===== config.mk =====
export PLATFORM = sky130hd
export DESIGN_NAME = pc_unit
export DESIGN_NICKNAME = d
export VERILOG_FILES = /design/src/rtl/pc_pkg.sv /design/src/rtl/pc_target_calc.sv /design/src/rtl/pc_unit.sv
export SDC_FILE = /design/constraint.sdc
export NUM_CORES = 1
export LEC_CHECK = 0
export ABC_AREA = 1
export CAP_MARGIN = 20
export CORE_ASPECT_RATIO = 1.1
export CORE_UTILIZATION = 45
export CTS_CLUSTER_SIZE = 14
export DETAILED_ROUTE_END_ITERATION = 10
export HOLD_SLACK_MARGIN = 0.06
export PLACE_DENSITY = 0.78
export SLEW_MARGIN = 20
export SYNTH_ARGS = -nofsm -noshare
export SYNTH_HDL_FRONTEND = slang
export SYNTH_SLANG_ARGS = --single-unit

===== constraint.sdc =====
create_clock -name i_clk -period 3.8 [get_ports i_clk]
set_input_delay 0.95 -clock i_clk [delete_from_list [all_inputs] [get_ports i_clk]]
set_output_delay 0.95 -clock i_clk [all_outputs]
set_load 0.01 [all_outputs]

===== src/rtl/pc_pkg.sv =====
// pc_pkg: shared defaults and encodings for the program-counter unit.
//   XLEN_DEF          default PC / data width
//   RESET_VECTOR_DEF  default PC after reset
//   EXC_VECTOR_DEF    default exception vector
//   pc_src_e          next-PC source encoding
//   more_than_one()   true when two or more bits of a 5-bit flag vector are set
package pc_pkg;

  localparam int          XLEN_DEF         = 32;
  localparam logic [31:0] RESET_VECTOR_DEF = 32'h0000_0000;
  localparam logic [31:0] EXC_VECTOR_DEF   = 32'h8000_0180;

  typedef enum logic [2:0] {
    SRC_SEQ  = 3'd0,
    SRC_BR   = 3'd1,
    SRC_J    = 3'd2,
    SRC_JR   = 3'd3,
    SRC_EXC  = 3'd4,
    SRC_PEND = 3'd5
  } pc_src_e;

  // Clearing the lowest set bit leaves something only if a second bit was set.
  function automatic logic more_than_one(input logic [4:0] v);
    return (v & (v - 5'd1)) != 5'd0;
  endfunction

endpackage


===== src/rtl/pc_target_calc.sv =====
// pc_target_calc: combinational redirect-target generation.
//   pc         in   current PC
//   imm26      in   instr[25:0]; branch offset is imm26[15:0]
//   rs_hi      in   rs operand bits [XLEN-1:2] (jr target, low bits forced to 0)
//   j/jal/jr/beq/bne/zero  in  decoded control flags and ALU zero
//   pc_plus4   out  pc + 4
//   target     out  highest-priority taken target (pc_plus4 when nothing taken)
//   src        out  which source produced target (SRC_SEQ when nothing taken)
//   taken      out  some redirect is taken
//   multi_ctrl out  more than one control-flow flag asserted
module pc_target_calc
  import pc_pkg::*;
#(
  parameter int XLEN = XLEN_DEF
) (
  input  logic [XLEN-1:0] pc,
  input  logic [25:0]     imm26,
  input  logic [XLEN-3:0] rs_hi,
  input  logic            j,
  input  logic            jal,
  input  logic            jr,
  input  logic            beq,
  input  logic            bne,
  input  logic            zero,
  output logic [XLEN-1:0] pc_plus4,
  output logic [XLEN-1:0] target,
  output pc_src_e         src,
  output logic            taken,
  output logic            multi_ctrl
);

  logic [XLEN-1:0] br_offset;
  logic [XLEN-1:0] br_target;
  logic [XLEN-1:0] j_target;
  logic [XLEN-1:0] jr_target;
  logic            br_taken;

  assign pc_plus4   = pc + XLEN'(4);
  // Sign-extended word offset, already shifted left by two.
  assign br_offset  = {{(XLEN-18){imm26[15]}}, imm26[15:0], 2'b00};
  assign br_target  = pc_plus4 + br_offset;
  assign j_target   = {pc_plus4[XLEN-1:28], imm26, 2'b00};
  assign jr_target  = {rs_hi, 2'b00};
  assign br_taken   = (beq & zero) | (bne & ~zero);
  assign multi_ctrl = more_than_one({j, jal, jr, beq, bne});

  always_comb begin
    src    = SRC_SEQ;
    target = pc_plus4;
    if (jr) begin
      src    = SRC_JR;
      target = jr_target;
    end else if (j | jal) begin
      src    = SRC_J;
      target = j_target;
    end else if (br_taken) begin
      src    = SRC_BR;
      target = br_target;
    end
  end

  assign taken = (src != SRC_SEQ);

endmodule


===== src/rtl/pc_unit.sv =====
// pc_unit: MIPS program-counter unit. Holds the PC, selects the next PC among
// sequential / branch / jump / jr / exception / pending delay-slot redirect.
// Optional feature macro: PC_PERF_EN builds saturating redirect and stall
// counters; without it both counter outputs are tied to zero.
//   i_clk, i_rst_n         clock, async active-low reset
//   i_stall                hold PC and pending redirect
//   i_exc                  go to EXC_VECTOR, beats everything including stall
//   i_j/i_jal/i_jr/i_beq/i_bne/i_zero/i_imm26/i_rs_data  control of instr at o_pc
//   o_pc, o_pc_plus4, o_link   current PC, PC+4, jal link value
//   o_redirect             taken redirect decided this cycle
//   o_ctrl_err             conflicting control flags or control flow in a delay slot
//   o_jr_misalign          jr target with nonzero low bits
//   o_redirect_cnt, o_stall_cnt  performance counters
module pc_unit
  import pc_pkg::*;
#(
  parameter int              XLEN         = XLEN_DEF,
  parameter logic [XLEN-1:0] RESET_VECTOR = XLEN'(RESET_VECTOR_DEF),
  parameter logic [XLEN-1:0] EXC_VECTOR   = XLEN'(EXC_VECTOR_DEF),
  parameter int              DELAY_SLOT   = 0,
  parameter int              CNT_W        = 16
) (
  input  logic             i_clk,
  input  logic             i_rst_n,
  input  logic             i_stall,
  input  logic             i_exc,
  input  logic             i_j,
  input  logic             i_jal,
  input  logic             i_jr,
  input  logic             i_beq,
  input  logic             i_bne,
  input  logic             i_zero,
  input  logic [25:0]      i_imm26,
  input  logic [XLEN-1:0]  i_rs_data,
  output logic [XLEN-1:0]  o_pc,
  output logic [XLEN-1:0]  o_pc_plus4,
  output logic [XLEN-1:0]  o_link,
  output logic             o_redirect,
  output logic             o_ctrl_err,
  output logic             o_jr_misalign,
  output logic [CNT_W-1:0] o_redirect_cnt,
  output logic [CNT_W-1:0] o_stall_cnt
);

  localparam bit DS = (DELAY_SLOT != 0);

  logic [XLEN-1:0] pc_q;
  logic            pend_valid_q;
  logic [XLEN-1:0] pend_target_q;

  logic [XLEN-1:0] pc_plus4;
  logic [XLEN-1:0] calc_target;
  pc_src_e         calc_src;
  logic            calc_taken;
  logic            multi_ctrl;
  logic            any_ctrl;
  logic            in_slot;
  logic            pend_set;
  pc_src_e         next_src;
  logic [XLEN-1:0] pc_next;

  pc_target_calc #(.XLEN(XLEN)) u_calc (
    .pc         (pc_q),
    .imm26      (i_imm26),
    .rs_hi      (i_rs_data[XLEN-1:2]),
    .j          (i_j),
    .jal        (i_jal),
    .jr         (i_jr),
    .beq        (i_beq),
    .bne        (i_bne),
    .zero       (i_zero),
    .pc_plus4   (pc_plus4),
    .target     (calc_target),
    .src        (calc_src),
    .taken      (calc_taken),
    .multi_ctrl (multi_ctrl)
  );

  // A valid pending redirect means the instruction at o_pc is the delay slot.
  assign in_slot  = DS & pend_valid_q;
  assign any_ctrl = i_j | i_jal | i_jr | i_beq | i_bne;

  always_comb begin
    next_src = SRC_SEQ;
    pend_set = 1'b0;
    if (i_exc) begin
      next_src = SRC_EXC;
    end else if (in_slot) begin
      next_src = SRC_PEND;
    end else if (calc_taken) begin
      if (DS) pend_set = 1'b1;   // slot instruction runs first
      else    next_src = calc_src;
    end
  end

  always_comb begin
    case (next_src)
      SRC_EXC:                 pc_next = EXC_VECTOR;
      SRC_PEND:                pc_next = pend_target_q;
      SRC_BR, SRC_J, SRC_JR:   pc_next = calc_target;
      default:                 pc_next = pc_plus4;
    endcase
  end

  always_ff @(posedge i_clk or negedge i_rst_n) begin
    if (!i_rst_n) begin
      pc_q          <= RESET_VECTOR;
      pend_valid_q  <= 1'b0;
      pend_target_q <= '0;
    end else if (i_exc) begin
      pc_q          <= pc_next;
      pend_valid_q  <= 1'b0;
    end else if (!i_stall) begin
      pc_q          <= pc_next;
      pend_valid_q  <= pend_set;
      if (pend_set) pend_target_q <= calc_target;
    end
  end

  assign o_pc          = pc_q;
  assign o_pc_plus4    = pc_plus4;
  assign o_link        = DS ? (pc_q + XLEN'(8)) : pc_plus4;
  assign o_redirect    = i_exc | (~i_stall & calc_taken & ~in_slot);
  assign o_ctrl_err    = multi_ctrl | (in_slot & any_ctrl);
  assign o_jr_misalign = i_jr & (i_rs_data[1:0] != 2'b00);

`ifdef PC_PERF_EN
  logic [CNT_W-1:0] redirect_cnt_q;
  logic [CNT_W-1:0] stall_cnt_q;

  // o_redirect already includes i_exc.
  always_ff @(posedge i_clk or negedge i_rst_n) begin
    if (!i_rst_n) begin
      redirect_cnt_q <= '0;
      stall_cnt_q    <= '0;
    end else begin
      if (o_redirect && !(&redirect_cnt_q)) redirect_cnt_q <= redirect_cnt_q + CNT_W'(1);
      if (i_stall && !(&stall_cnt_q))       stall_cnt_q    <= stall_cnt_q + CNT_W'(1);
    end
  end

  assign o_redirect_cnt = redirect_cnt_q;
  assign o_stall_cnt    = stall_cnt_q;
`else
  assign o_redirect_cnt = '0;
  assign o_stall_cnt    = '0;
`endif

endmodule


==> results of run 1 <==
==> metal layers <==
layer  up-vias  wire, um
met2       325     10600
li1       3727         -
met4         0       704
met1      3326      9840
met5         -         0
met3        39      1760
==> metrics by stage <==
step                      hold WS, ps  total power, mW
after floorplan                   577             1.27
after global placement            585             1.75
after detailed placement          592             1.76
after CTS                         605             2.24
after global routing              634             2.42
final                             606             2.26
==> what timing repair did <==
action,4_1_cts,5_1_grt
resized for setup,0,5
endpoints found under the hold margin,0,0
setup endpoints to repair,0,10
==> worst max-delay path, delay by kind of cell, from the launching register on <==
kind                     cells  cell delay [ps]
XOR/XNOR                     1              360
adder cells (fa/ha/maj)      1              280
buffers and inverters        2              750
flip-flops                   1              440
AND/OR/NAND/NOR              4              580
==> power groups by stage <==
| stage | Sequential, mW | Combinational, mW | Clock [mW] |
|---|---|---|---|
| after floorplan | 0.421 | 0.847 | 0 |
| after global placement | 0.421 | 1.33 | 0 |
| after detailed placement | 0.421 | 1.34 | 0 |
| after CTS | 0.417 | 1.35 | 0.473 |
| after global routing | 0.425 | 1.50 | 0.490 |
| final | 0.420 | 1.37 | 0.468 |
==> logic make-up after synthesis <==
logic type               share of synthesized area
AO/OA/AOI/OAI                                0.114
flip-flops                                   0.121
XOR/XNOR                                    0.0293
buffers and inverters                        0.205
AND/OR/NAND/NOR                              0.461
adder cells (fa/ha/maj)                     0.0699
other                                     0.000605
==> final cells by class <==
cell class	instances	area, um2	area share
tap	184	230	0.0292
multi-input combinational	894	4330	0.549
inverter	171	642	0.0814
clock inverter	3	40.0	0.00508
clock buffer	5	125	0.0159
timing repair buffer	182	1770	0.224
sequential	30	751	0.0952
==> final timing paths <==
path	from	to	depth (start not counted)
setup / recovery	o_pc[2]$_DFFE_PN0P_	o_link[18]	8
hold / removal	o_pc[8]$_DFFE_PN0P_	o_pc[8]$_DFFE_PN0P_	2
setup reg to reg	o_pc[7]$_DFFE_PN0P_	o_pc[28]$_DFFE_PN0P_	19
hold reg to reg	o_pc[8]$_DFFE_PN0P_	o_pc[8]$_DFFE_PN0P_	2
max in group asynchronous	i_rst_n	o_pc[9]$_DFFE_PN0P_	2
min in group asynchronous	i_rst_n	o_pc[25]$_DFFE_PN0P_	2
==> cell usage in the layout (no fill, tap or decap), types with 2 or more instances in the layout <==
cell type                         Yosys  final
sky130_fd_sc_hd__xnor2_1              5      5
sky130_fd_sc_hd__a21oi_1             57     57
sky130_fd_sc_hd__and2_1               6      6
sky130_fd_sc_hd__conb_1               1     38
sky130_fd_sc_hd__o211ai_1             7      7
sky130_fd_sc_hd__dfrtp_1             30     30
sky130_fd_sc_hd__o21bai_1             5      5
sky130_fd_sc_hd__inv_1              165    165
sky130_fd_sc_hd__nor3_1              15     15
sky130_fd_sc_hd__xor2_2               2      3
sky130_fd_sc_hd__clkdlybuf4s50_1      0    160
sky130_fd_sc_hd__a22oi_1              6      6
sky130_fd_sc_hd__o21ai_0             36     35
sky130_fd_sc_hd__nor2_1             151    149
sky130_fd_sc_hd__or2_2               16     16
sky130_fd_sc_hd__ha_1                33     32
sky130_fd_sc_hd__o21ai_1              4      5
sky130_fd_sc_hd__clkinv_2             0      2
sky130_fd_sc_hd__clkbuf_16            0      5
sky130_fd_sc_hd__buf_4               69     22
sky130_fd_sc_hd__nand3_1             65     65
sky130_fd_sc_hd__nand4_1              9      9
sky130_fd_sc_hd__o22ai_1              3      3
sky130_fd_sc_hd__nand2_2              7      7
sky130_fd_sc_hd__xor2_1              12     11
sky130_fd_sc_hd__nand3b_1             5      5
sky130_fd_sc_hd__a21oi_2              3      3
sky130_fd_sc_hd__nand2_1            384    384
sky130_fd_sc_hd__nor2_2               7      9
sky130_fd_sc_hd__inv_2                5      5
sky130_fd_sc_hd__nor2_4               4      4
==> flow_metrics.tcl, run 1 <==
set metrics [dict create \
    synth_warnings 0 \
    clock_sink_count 30 \
    swShare 0.453 \
    worst-endpoint-required_ps 2850 \
    final_min_period_over_clock_period 0.962 \
    areaGrowthSynthToFinish_pct 27.3 \
    dp.cells 1461 \
    timing_worst_setup_path_type "reg -> out" \
    synth_top_cell_by_area "sky130_fd_sc_hd__nand2_1" \
    max-clock-path-buffers 2 \
    ys_dominant_reg_cell "sky130_fd_sc_hd__dfrtp_1" \
    grt_setup_unrepaired "yes" \
    max_slew.worst_pin.slew_ps 567 \
    grt_use_met2 0.524 \
    endpoint_kind "output pin" \
    powerDensity_mw_per_mm2 286 \
    final.fill_count 1402 \
    cts_tree "done" \
    cp_slowest_stage_delay_ps 530 \
    maxCapViolations 0 \
    placed_cell_area_mm2 0.00771 \
    drtAntennaViolNets 0 \
    internal_power_of_the_cells_mw 1.23 \
    netlist_top_cells_count "384 x sky130_fd_sc_hd__nand2_1, 165 x sky130_fd_sc_hd__inv_1, 151 x sky130_fd_sc_hd__nor2_1, 69 x sky130_fd_sc_hd__buf_4, 65 x sky130_fd_sc_hd__nand3_1" \
    clock_power_share 0.208 \
    yosys_register_bits 30 \
    reg2reg_setup_slack_ps 200 \
    antenna_violations_before_repair 0 \
    grtUsageTotal 0.323 \
    share_of_yosys_cell_area_claimed_by_the_top_area_cell_type 0.233 \
    finalWorstSetupSlack_ps 145 \
    cts_made_buffers 5 \
    synth.yosys.seq_area_share 0.121 \
    static-leakage-power_nw 4.09 \
    fmaxAchievable_ghz 0.274 \
    ioPinCount 199 \
    final-instance-count-excl-fill 1469 \
    total_wirelength_of_the_detailed_routed_design_um 22900 \
    groute.layer.met1.usage 0.438 \
    worst_setup_path_start_kind "flop" \
    quantity_of_hold_fixing_buffers_added_after_cts 0 \
    average_footprint_of_a_synthesized_cell_um2 5.39 \
    tns_ps 0 \
    cts_max_level 2 \
    nets 1386 \
    critical-path-slowest-cell "sky130_fd_sc_hd__clkdlybuf4s50_1" \
    comb_power_share 0.606 \
    port_buffers 160 \
    ys_types 48 \
    num_rows 44 \
    clk_transition_reported_paths_ps 60 \
    largest_register_ffs 30 \
    die_width_um 114 \
    clk-insertion-delay-late_ps 290 \
    final_design_area_no_fill_mm2 0.00789 \
    power_frac_seq 0.186 \
    post_synth_inst_count 1150 \
    avgRoutedWirePerCell_um 15.6 \
    place.gp.congestion 1.00 \
    global_route.overflow_total 0 \
    post_cts_buffers 0 \
    slew-limit-headroom 0.620 \
    final_layout_size_suffix_gt1_frac 0.0661 \
    drtIter0Drc 667 \
    placeable_core_area_mm2 0.0133 \
    largest_net_degree_at_the_start_of_global_routing 57 \
    hp-class "reg -> reg" \
    first_global_vias 6806 \
    timing.final.max_slew_violations 0 \
    result_of_the_run "completed" \
    hpwlAfterDp_um 18600 \
    globalRouteMet3Util 0.0359 \
    worst_ep_arrival_time_ps 2710 \
    start_util 0.465 \
    power_switching_mw 1.02 \
    asr_flop_ratio_synth 1.00 \
    detail_route.vias_per_cell 5.05 \
    cts_root_buf "sky130_fd_sc_hd__clkbuf_16" \
    synth_top_cells_by_area "sky130_fd_sc_hd__nand2_1 23%, sky130_fd_sc_hd__dfrtp_1 12%, sky130_fd_sc_hd__inv_1 10%" \
    dpl_worst_slack_ps 201 \
    syn_area_mm2 0.00620 \
    synth_edf_count 0 \
    crit_path_cell_trace "ha_2, nand3_2, nor2_4, nand3b_1, nor2_2, xor2_1, buf_4, clkdlybuf4s50_1" \
    drc_errors 0 \
    setup_viol 0 \
    die_y_um 125 \
    hold_viol_final 0 \
    period_minus_slack_ps 3660 \
    power.ir.vdd_worst_v 0.000220 \
    antenna_cells 0 \
    yosysMostFrequentCell "sky130_fd_sc_hd__nand2_1" \
    worst_clock_skew_ps 3.75 \
    wire_length_of_the_first_global_routing_pass_um 35600 \
    critical_path.max_fanout 5 \
    die_area_mm2 0.0142 \
    number_of_detailed_routing_iterations_run_before_antenna_repair 6 \
    fin_util 0.592 \
    globalRoute.busiestLayer "met2" \
    routed-via-count 7417 \
]
No activity file was read; power rests on OpenSTA's default activity.
==> inputs of run 2 (changes only) <==
--- a/config.mk
+++ b/config.mk
@@ -8,11 +8,11 @@
 export ABC_AREA = 1
 export CAP_MARGIN = 20
 export CORE_ASPECT_RATIO = 1.1
-export CORE_UTILIZATION = 45
+export CORE_UTILIZATION = 44
 export CTS_CLUSTER_SIZE = 14
 export DETAILED_ROUTE_END_ITERATION = 10
 export HOLD_SLACK_MARGIN = 0.06
-export PLACE_DENSITY = 0.78
+export PLACE_DENSITY = 0.8
 export SLEW_MARGIN = 20
 export SYNTH_ARGS = -nofsm -noshare
 export SYNTH_HDL_FRONTEND = slang
==> constraint.sdc (replaced) <==
create_clock -name i_clk -period 3.3 [get_ports i_clk]
set_input_delay 0.825 -clock i_clk [delete_from_list [all_inputs] [get_ports i_clk]]
set_output_delay 0.825 -clock i_clk [all_outputs]
set_load 0.01 [all_outputs]
==> run 2 against run 1 <==
  * Global-route usage shrank 0.74 points
  * Clock skew grew 4.3 ps
  * Count of clock-buffer cells in the layout grew 3
  * Critical path depth grew 1
  * Total power grew 23%
  * Combinational power grew 29%
  * Utilization grew 2.9 points
  * Register-to-register slack lost 60 ps
  * Clock power grew 12%
==> flow_metrics.tcl, run 2 (same netlist as run 1, synthesis figures left out) <==
set metrics [dict create \
    max_slew.worst_pin.slew_ps 582 \
    global_route.overflow_total 0 \
    multi_input_comb_area_mm2 0.00462 \
    layout.cells.most_common_list "372 x sky130_fd_sc_hd__nand2_1, 161 x sky130_fd_sc_hd__inv_1, 155 x sky130_fd_sc_hd__clkdlybuf4s50_1" \
    fmaxAchievable_ghz 0.310 \
    p_total_mw 2.77 \
    total_wirelength_of_the_detailed_routed_design_um 23500 \
    path_buf_inv 3 \
    largest_register_ffs 30 \
    dp.cells 1502 \
    cp_slowest_stage_delay_ps 530 \
    nets 1432 \
    maxCapViolations 0 \
    hp-class "reg -> reg" \
    cts_tree "done" \
    cts_max_level 2 \
    worst_clock_skew_ps 8.09 \
    hold_viol_final 0 \
    dpl_worst_slack_ps 33.0 \
    clock_sink_count 30 \
    fin_hold_ws_ps 593 \
    die_area_mm2 0.0146 \
    family_of_cells_with_the_greatest_summed_delay_on_the_critical_path "buffers and inverters" \
    clk-insertion-delay-late_ps 290 \
    crit_path_cell_trace "ha_2, nand3_2, buf_4, nor3_2, nand2_1, nand2_1, and2_1, buf_4, clkdlybuf4s50_1" \
    die_width_um 115 \
    start_util 0.449 \
    placeable_core_area_mm2 0.0138 \
    final_min_period_over_clock_period 0.977 \
    static-leakage-power_nw 4.42 \
    worst-endpoint-required_ps 2470 \
    grtUsageTotal 0.316 \
    detail_route.vias_per_cell 5.08 \
    drtIter0Drc 738 \
    port_buffers 160 \
    period_minus_slack_ps 3220 \
    antenna_cells 0 \
    max-clock-path-buffers 2 \
    die_y_um 126 \
    power.ir.vdd_worst_v 0.000200 \
    worst_setup_path_start_kind "flop" \
    final.fill_count 1315 \
    avgRoutedWirePerCell_um 15.5 \
    final_layout_size_suffix_gt1_frac 0.154 \
    quantity_of_hold_fixing_buffers_added_after_cts 0 \
    worst_ep_arrival_time_ps 2400 \
    final-instance-count-excl-fill 1519 \
    cts_root_buf "sky130_fd_sc_hd__clkbuf_16" \
    timing_worst_setup_path_type "reg -> out" \
    drtAntennaViolNets 0 \
    mostFrequentLayoutCell "sky130_fd_sc_hd__nand2_1" \
    drc_errors 0 \
    finalWorstSetupSlack_ps 77.3 \
    endpoint_kind "output pin" \
    seq_area_um2 767 \
    clk_transition_reported_paths_ps 50 \
    powerDensity_mw_per_mm2 324 \
    wire_length_of_the_first_global_routing_pass_um 35100 \
    hpwlAfterDp_um 18800 \
    place.gp.congestion 0.977 \
    timing.final.max_slew_violations 0 \
    ioPinCount 199 \
    critical_path.max_fanout 3 \
    routed-via-count 7716 \
    setup_viol 0 \
    critical-path-slowest-cell "sky130_fd_sc_hd__clkdlybuf4s50_1" \
    result_of_the_run "completed" \
    grt_setup_unrepaired "yes" \
    areaGrowthSynthToFinish_pct 38.2 \
    largest_net_degree_at_the_start_of_global_routing 57 \
    num_rows 45 \
    fin_util 0.621 \
    slew-limit-headroom 0.612 \
    cts_made_buffers 5 \
    first_global_vias 6852 \
    antenna_violations_before_repair 0 \
    number_of_detailed_routing_iterations_run_before_antenna_repair 5 \
]
[run 2: power by group]
part	internal [mW]	total [mW]	switching, mW	leakage [nW]
Combinational	0.766	1.77	1.00	3.99
Sequential	0.413	0.482	0.0690	0.346
Clock	0.342	0.523	0.182	0.0832
[run 2: cell type report]
class,instances,area share
Inverter,171,0.0749
Tap cell,188,0.0275
Multi-Input combinational cell,894,0.539
Sequential cell,30,0.0896
Clock buffer,8,0.0194
Timing Repair Buffer,228,0.250
[run 2: final timing paths]
kind,start,to,slack [ps],depth (start not counted)
max in group asynchronous,i_rst_n,o_pc[11]$_DFFE_PN0P_,2020,2
worst max register to register,o_pc[4]$_DFFE_PN0P_,o_pc[17]$_DFFE_PN0P_,140,19
worst min register to register,o_pc[19]$_DFFE_PN0P_,o_pc[19]$_DFFE_PN0P_,590,2
worst min-delay path,o_pc[19]$_DFFE_PN0P_,o_pc[19]$_DFFE_PN0P_,590,2
min in group asynchronous,i_rst_n,o_pc[28]$_DFFE_PN0P_,940,2
worst max-delay path,o_pc[2]$_DFFE_PN0P_,o_pc_plus4[26],80,9
[run 2: per-stage QoR]
step | TNS, ps | area, um2
after floorplan | 0 | 6340
after global placement | 0 | 8000
after detailed placement | 0 | 8000
after CTS | 0 | 8200
after global routing | -220 | 8560
final | 0 | 8560
[run 2: tightest hold or removal path, stage by stage (launching register included)]
cell,delay (ps)
sky130_fd_sc_hd__dfrtp_2,400
sky130_fd_sc_hd__nor2_1,70
sky130_fd_sc_hd__a21oi_2,90
[run 2: what timing repair did]
item	CTS	global route
pin swaps	0	7
buffers inserted	0	9
gates resized for setup	7	87
setup endpoints to repair	10	54
[run 2: layer usage]
layer | share of wire | global-route usage | vias up | routed length (um)
met5 | 0 | 0 | - | 0
met4 | 0.041 | 0.148 | 0 | 962
met3 | 0.089 | 0.0420 | 66 | 2100
met2 | 0.45 | 0.496 | 388 | 10700
met1 | 0.42 | 0.425 | 3441 | 9770
li1 | - | - | 3821 | -
==> inputs of run 3 (changes only) <==
--- a/config.mk
+++ b/config.mk
@@ -13,6 +13,7 @@
 export DETAILED_ROUTE_END_ITERATION = 10
 export HOLD_SLACK_MARGIN = 0.06
 export PLACE_DENSITY = 0.8
+export SETUP_SLACK_MARGIN = 0.4
 export SLEW_MARGIN = 20
 export SYNTH_ARGS = -nofsm -noshare
 export SYNTH_HDL_FRONTEND = slang
==> run 3 against run 2 <==
  * Total power grew 16%
  * Global-route usage rose by 3.6 points
  * Register-to-register slack hardly changed
  * Via count rose by 14%
  * Design area up 17%
  * Critical path depth grew 13
  * Clock skew barely moved
  * Sequential power is 1% lower
  * Cell count up 4.3%
  * Highest routed layer unchanged
==> flow_metrics.tcl, run 3 (same netlist as run 1, synthesis figures left out) <==
set metrics [dict create \
    result_of_the_run "completed" \
    comb_power_share 0.701 \
    hold_viol_final 0 \
    layout.cells.most_common_list "307 x sky130_fd_sc_hd__nand2_1, 143 x sky130_fd_sc_hd__inv_1, 111 x sky130_fd_sc_hd__buf_4" \
    clock_power_share 0.151 \
    met2_wirelength_um 13500 \
    antenna_cells 0 \
    global_route.overflow_total 0 \
    hpwlAfterDp_um 19300 \
    cts_tree "done" \
    placed_cell_area_mm2 0.00806 \
    nets 1497 \
    final_min_period_over_clock_period 0.961 \
    cts_max_level 2 \
    final_layout_size_suffix_gt1_frac 0.330 \
    path_buf_inv 2 \
    internal_power_of_the_cells_mw 1.68 \
    clk-insertion-delay-late_ps 290 \
    endpoint_kind "flop" \
    grtUsageTotal 0.351 \
    total_wirelength_of_the_detailed_routed_design_um 29300 \
    antenna_violations_before_repair 0 \
    clk_transition_reported_paths_ps 50 \
    max-clock-path-buffers 2 \
    cts_made_buffers 5 \
    die_width_um 115 \
    ioPinCount 199 \
    power_frac_seq 0.148 \
    dr_wl_met3_um 3000 \
    maxCapViolations 0 \
    first_global_vias 7518 \
    avgRoutedWirePerCell_um 18.5 \
    worst-endpoint-required_ps 3470 \
    fmaxAchievable_ghz 0.315 \
    cts_root_buf "sky130_fd_sc_hd__clkbuf_16" \
    placeable_core_area_mm2 0.0138 \
    detail_route.vias_per_cell 5.54 \
    worst_setup_path_start_kind "flop" \
    largest_net_degree_at_the_start_of_global_routing 57 \
    timing.final.max_slew_violations 0 \
    worst_clock_skew_ps 8.15 \
    die_area_mm2 0.0146 \
    final.fill_count 1037 \
    die_y_um 126 \
    power_switching_mw 1.54 \
    timing_worst_setup_path_type "reg -> reg" \
    largest_register_ffs 30 \
    highest_layer "met4" \
    slew-limit-headroom 0.584 \
    wl_met1_um 11000 \
    p_total_mw 3.22 \
    areaGrowthSynthToFinish_pct 61.6 \
    start_util 0.449 \
    cp_slowest_stage_delay_ps 390 \
    static-leakage-power_nw 5.01 \
    crit_path_cell_trace "buf_6, nand2_4, nor2_4, nand2_4, nor2_4, nand2_1, o21ai_1, and2_4, buf_4, ha_2, nand2_2, nand2_1, nand2_1, nand2_2, a21oi_2, nand4_1, nand3_1, nand2_1, nand2_1, nand2_1, a21oi_2, nor2_1" \
    place.gp.congestion 0.983 \
    max_slew.worst_pin.slew_ps 624 \
    routed-via-count 8783 \
    setup_viol 0 \
    swShare 0.478 \
    critical_path.max_fanout 4 \
    cell_mode_on_critical_path "sky130_fd_sc_hd__nand2_1" \
    critical-path-slowest-cell "sky130_fd_sc_hd__dfrtp_2" \
    drtAntennaViolNets 0 \
    fin_hold_ws_ps 588 \
    powerDensity_mw_per_mm2 321 \
    grt_setup_unrepaired "yes" \
    mostFrequentLayoutCell "sky130_fd_sc_hd__nand2_1" \
    drtIter0Drc 1154 \
    worst_ep_arrival_time_ps 3340 \
    number_of_detailed_routing_iterations_run_before_antenna_repair 8 \
    wire_length_of_the_first_global_routing_pass_um 39400 \
    port_buffers 160 \
    drc_errors 0 \
    family_of_cells_with_the_greatest_summed_delay_on_the_critical_path "simple AND/OR/NAND/NOR gates" \
    period_minus_slack_ps 3170 \
    num_rows 45 \
    clock_sink_count 30 \
    power.ir.vdd_worst_v 0.000343 \
    final_design_area_no_fill_mm2 0.0100 \
    hp-class "reg -> reg" \
]
==> run 3: cell types whose count changed in the layout (fill, tap and decap cells not counted), sizes merged <==
cell and change:
clkdlybuf4s50 -53, buf +67, clkdlybuf4s15 +4, dlymetal6s2s +4, dlygate4sd2 +28, clkbuf +14
clkinv +1
==> run 3: power groups by stage <==
stage,combinational [mW],sequential [mW],clock [mW]
finish,2.26,0.475,0.487
global route,2.38,0.479,0.502
CTS,1.88,0.469,0.480
detailed placement,1.66,0.478,0
global placement,1.64,0.478,0
floorplan,0.979,0.486,0
==> run 3: routing by layer <==
layer,GRT usage,vias to the layer above
li1,-,3966
met1,0.460,4003
met5,0,-
met2,0.579,650
met4,0.150,0
met3,0.0406,164
==> run 3: through the flow <==
stage / cells / utilization / setup WS (ps) / TNS [ps]
after global routing: 1584 / 0.726 / -109 / -109
after CTS: 1552 / 0.661 / 185 / 0
after global placement: 1508 / 0.584 / -41.3 / -41.3
after detailed placement: 1508 / 0.584 / -66.0 / -127
after floorplan: 1187 / - / 407 / 0
final: 1584 / 0.726 / 130 / 0
==> run 3: path summary, 6_finish.rpt <==
path                       slack (ps)                  from  depth (start not counted)                   end
max reg2reg                       130   o_pc[3]$_DFFE_PN0P_                         22  o_pc[26]$_DFFE_PN0P_
min                               590  o_pc[19]$_DFFE_PN0P_                          2  o_pc[19]$_DFFE_PN0P_
max in group asynchronous        2010               i_rst_n                          2   o_pc[7]$_DFFE_PN0P_
max                               130   o_pc[3]$_DFFE_PN0P_                         22  o_pc[26]$_DFFE_PN0P_
min in group asynchronous         940               i_rst_n                          2  o_pc[30]$_DFFE_PN0P_
min reg2reg                       590  o_pc[19]$_DFFE_PN0P_                          2  o_pc[19]$_DFFE_PN0P_
==> run 3: repair_timing <==
action / 4_1_cts / 5_1_grt
setup endpoints to repair: 78 / 65
hold buffers: 0 / 0
endpoints found under the hold margin: 0 / 0
setup buffers: 36 / 32
gates resized for setup: 221 / 224
pin swaps: 48 / 81
==> run 3: cell type report <==
cell class / count / area (um2) / share of cell area
multi-input cells: 894 / 5580 / 0.558
repair buffers: 293 / 2630 / 0.262
flip-flops and latches: 30 / 771 / 0.0770
inverters: 171 / 649 / 0.0649
well taps: 188 / 235 / 0.0235
clock buffers: 7 / 143 / 0.0142
clock inverters: 1 / 5.00 / 0.000500
==> run 3: worst register-to-register path, stage by stage (launching register included) <==
cell and delay, ps:
sky130_fd_sc_hd__dfrtp_2 390, sky130_fd_sc_hd__buf_6 120, sky130_fd_sc_hd__nand2_4 70, sky130_fd_sc_hd__nor2_4 150, sky130_fd_sc_hd__nand2_4 90, sky130_fd_sc_hd__nor2_4 180
sky130_fd_sc_hd__nand2_1 70, sky130_fd_sc_hd__o21ai_1 120, sky130_fd_sc_hd__and2_4 200, sky130_fd_sc_hd__buf_4 150, sky130_fd_sc_hd__ha_2 290, sky130_fd_sc_hd__nand2_2 140
sky130_fd_sc_hd__nand2_1 120, sky130_fd_sc_hd__nand2_1 90, sky130_fd_sc_hd__nand2_2 90, sky130_fd_sc_hd__a21oi_2 170, sky130_fd_sc_hd__nand4_1 110, sky130_fd_sc_hd__nand3_1 90
sky130_fd_sc_hd__nand2_1 50, sky130_fd_sc_hd__nand2_1 60, sky130_fd_sc_hd__nand2_1 60, sky130_fd_sc_hd__a21oi_2 190, sky130_fd_sc_hd__nor2_1 60
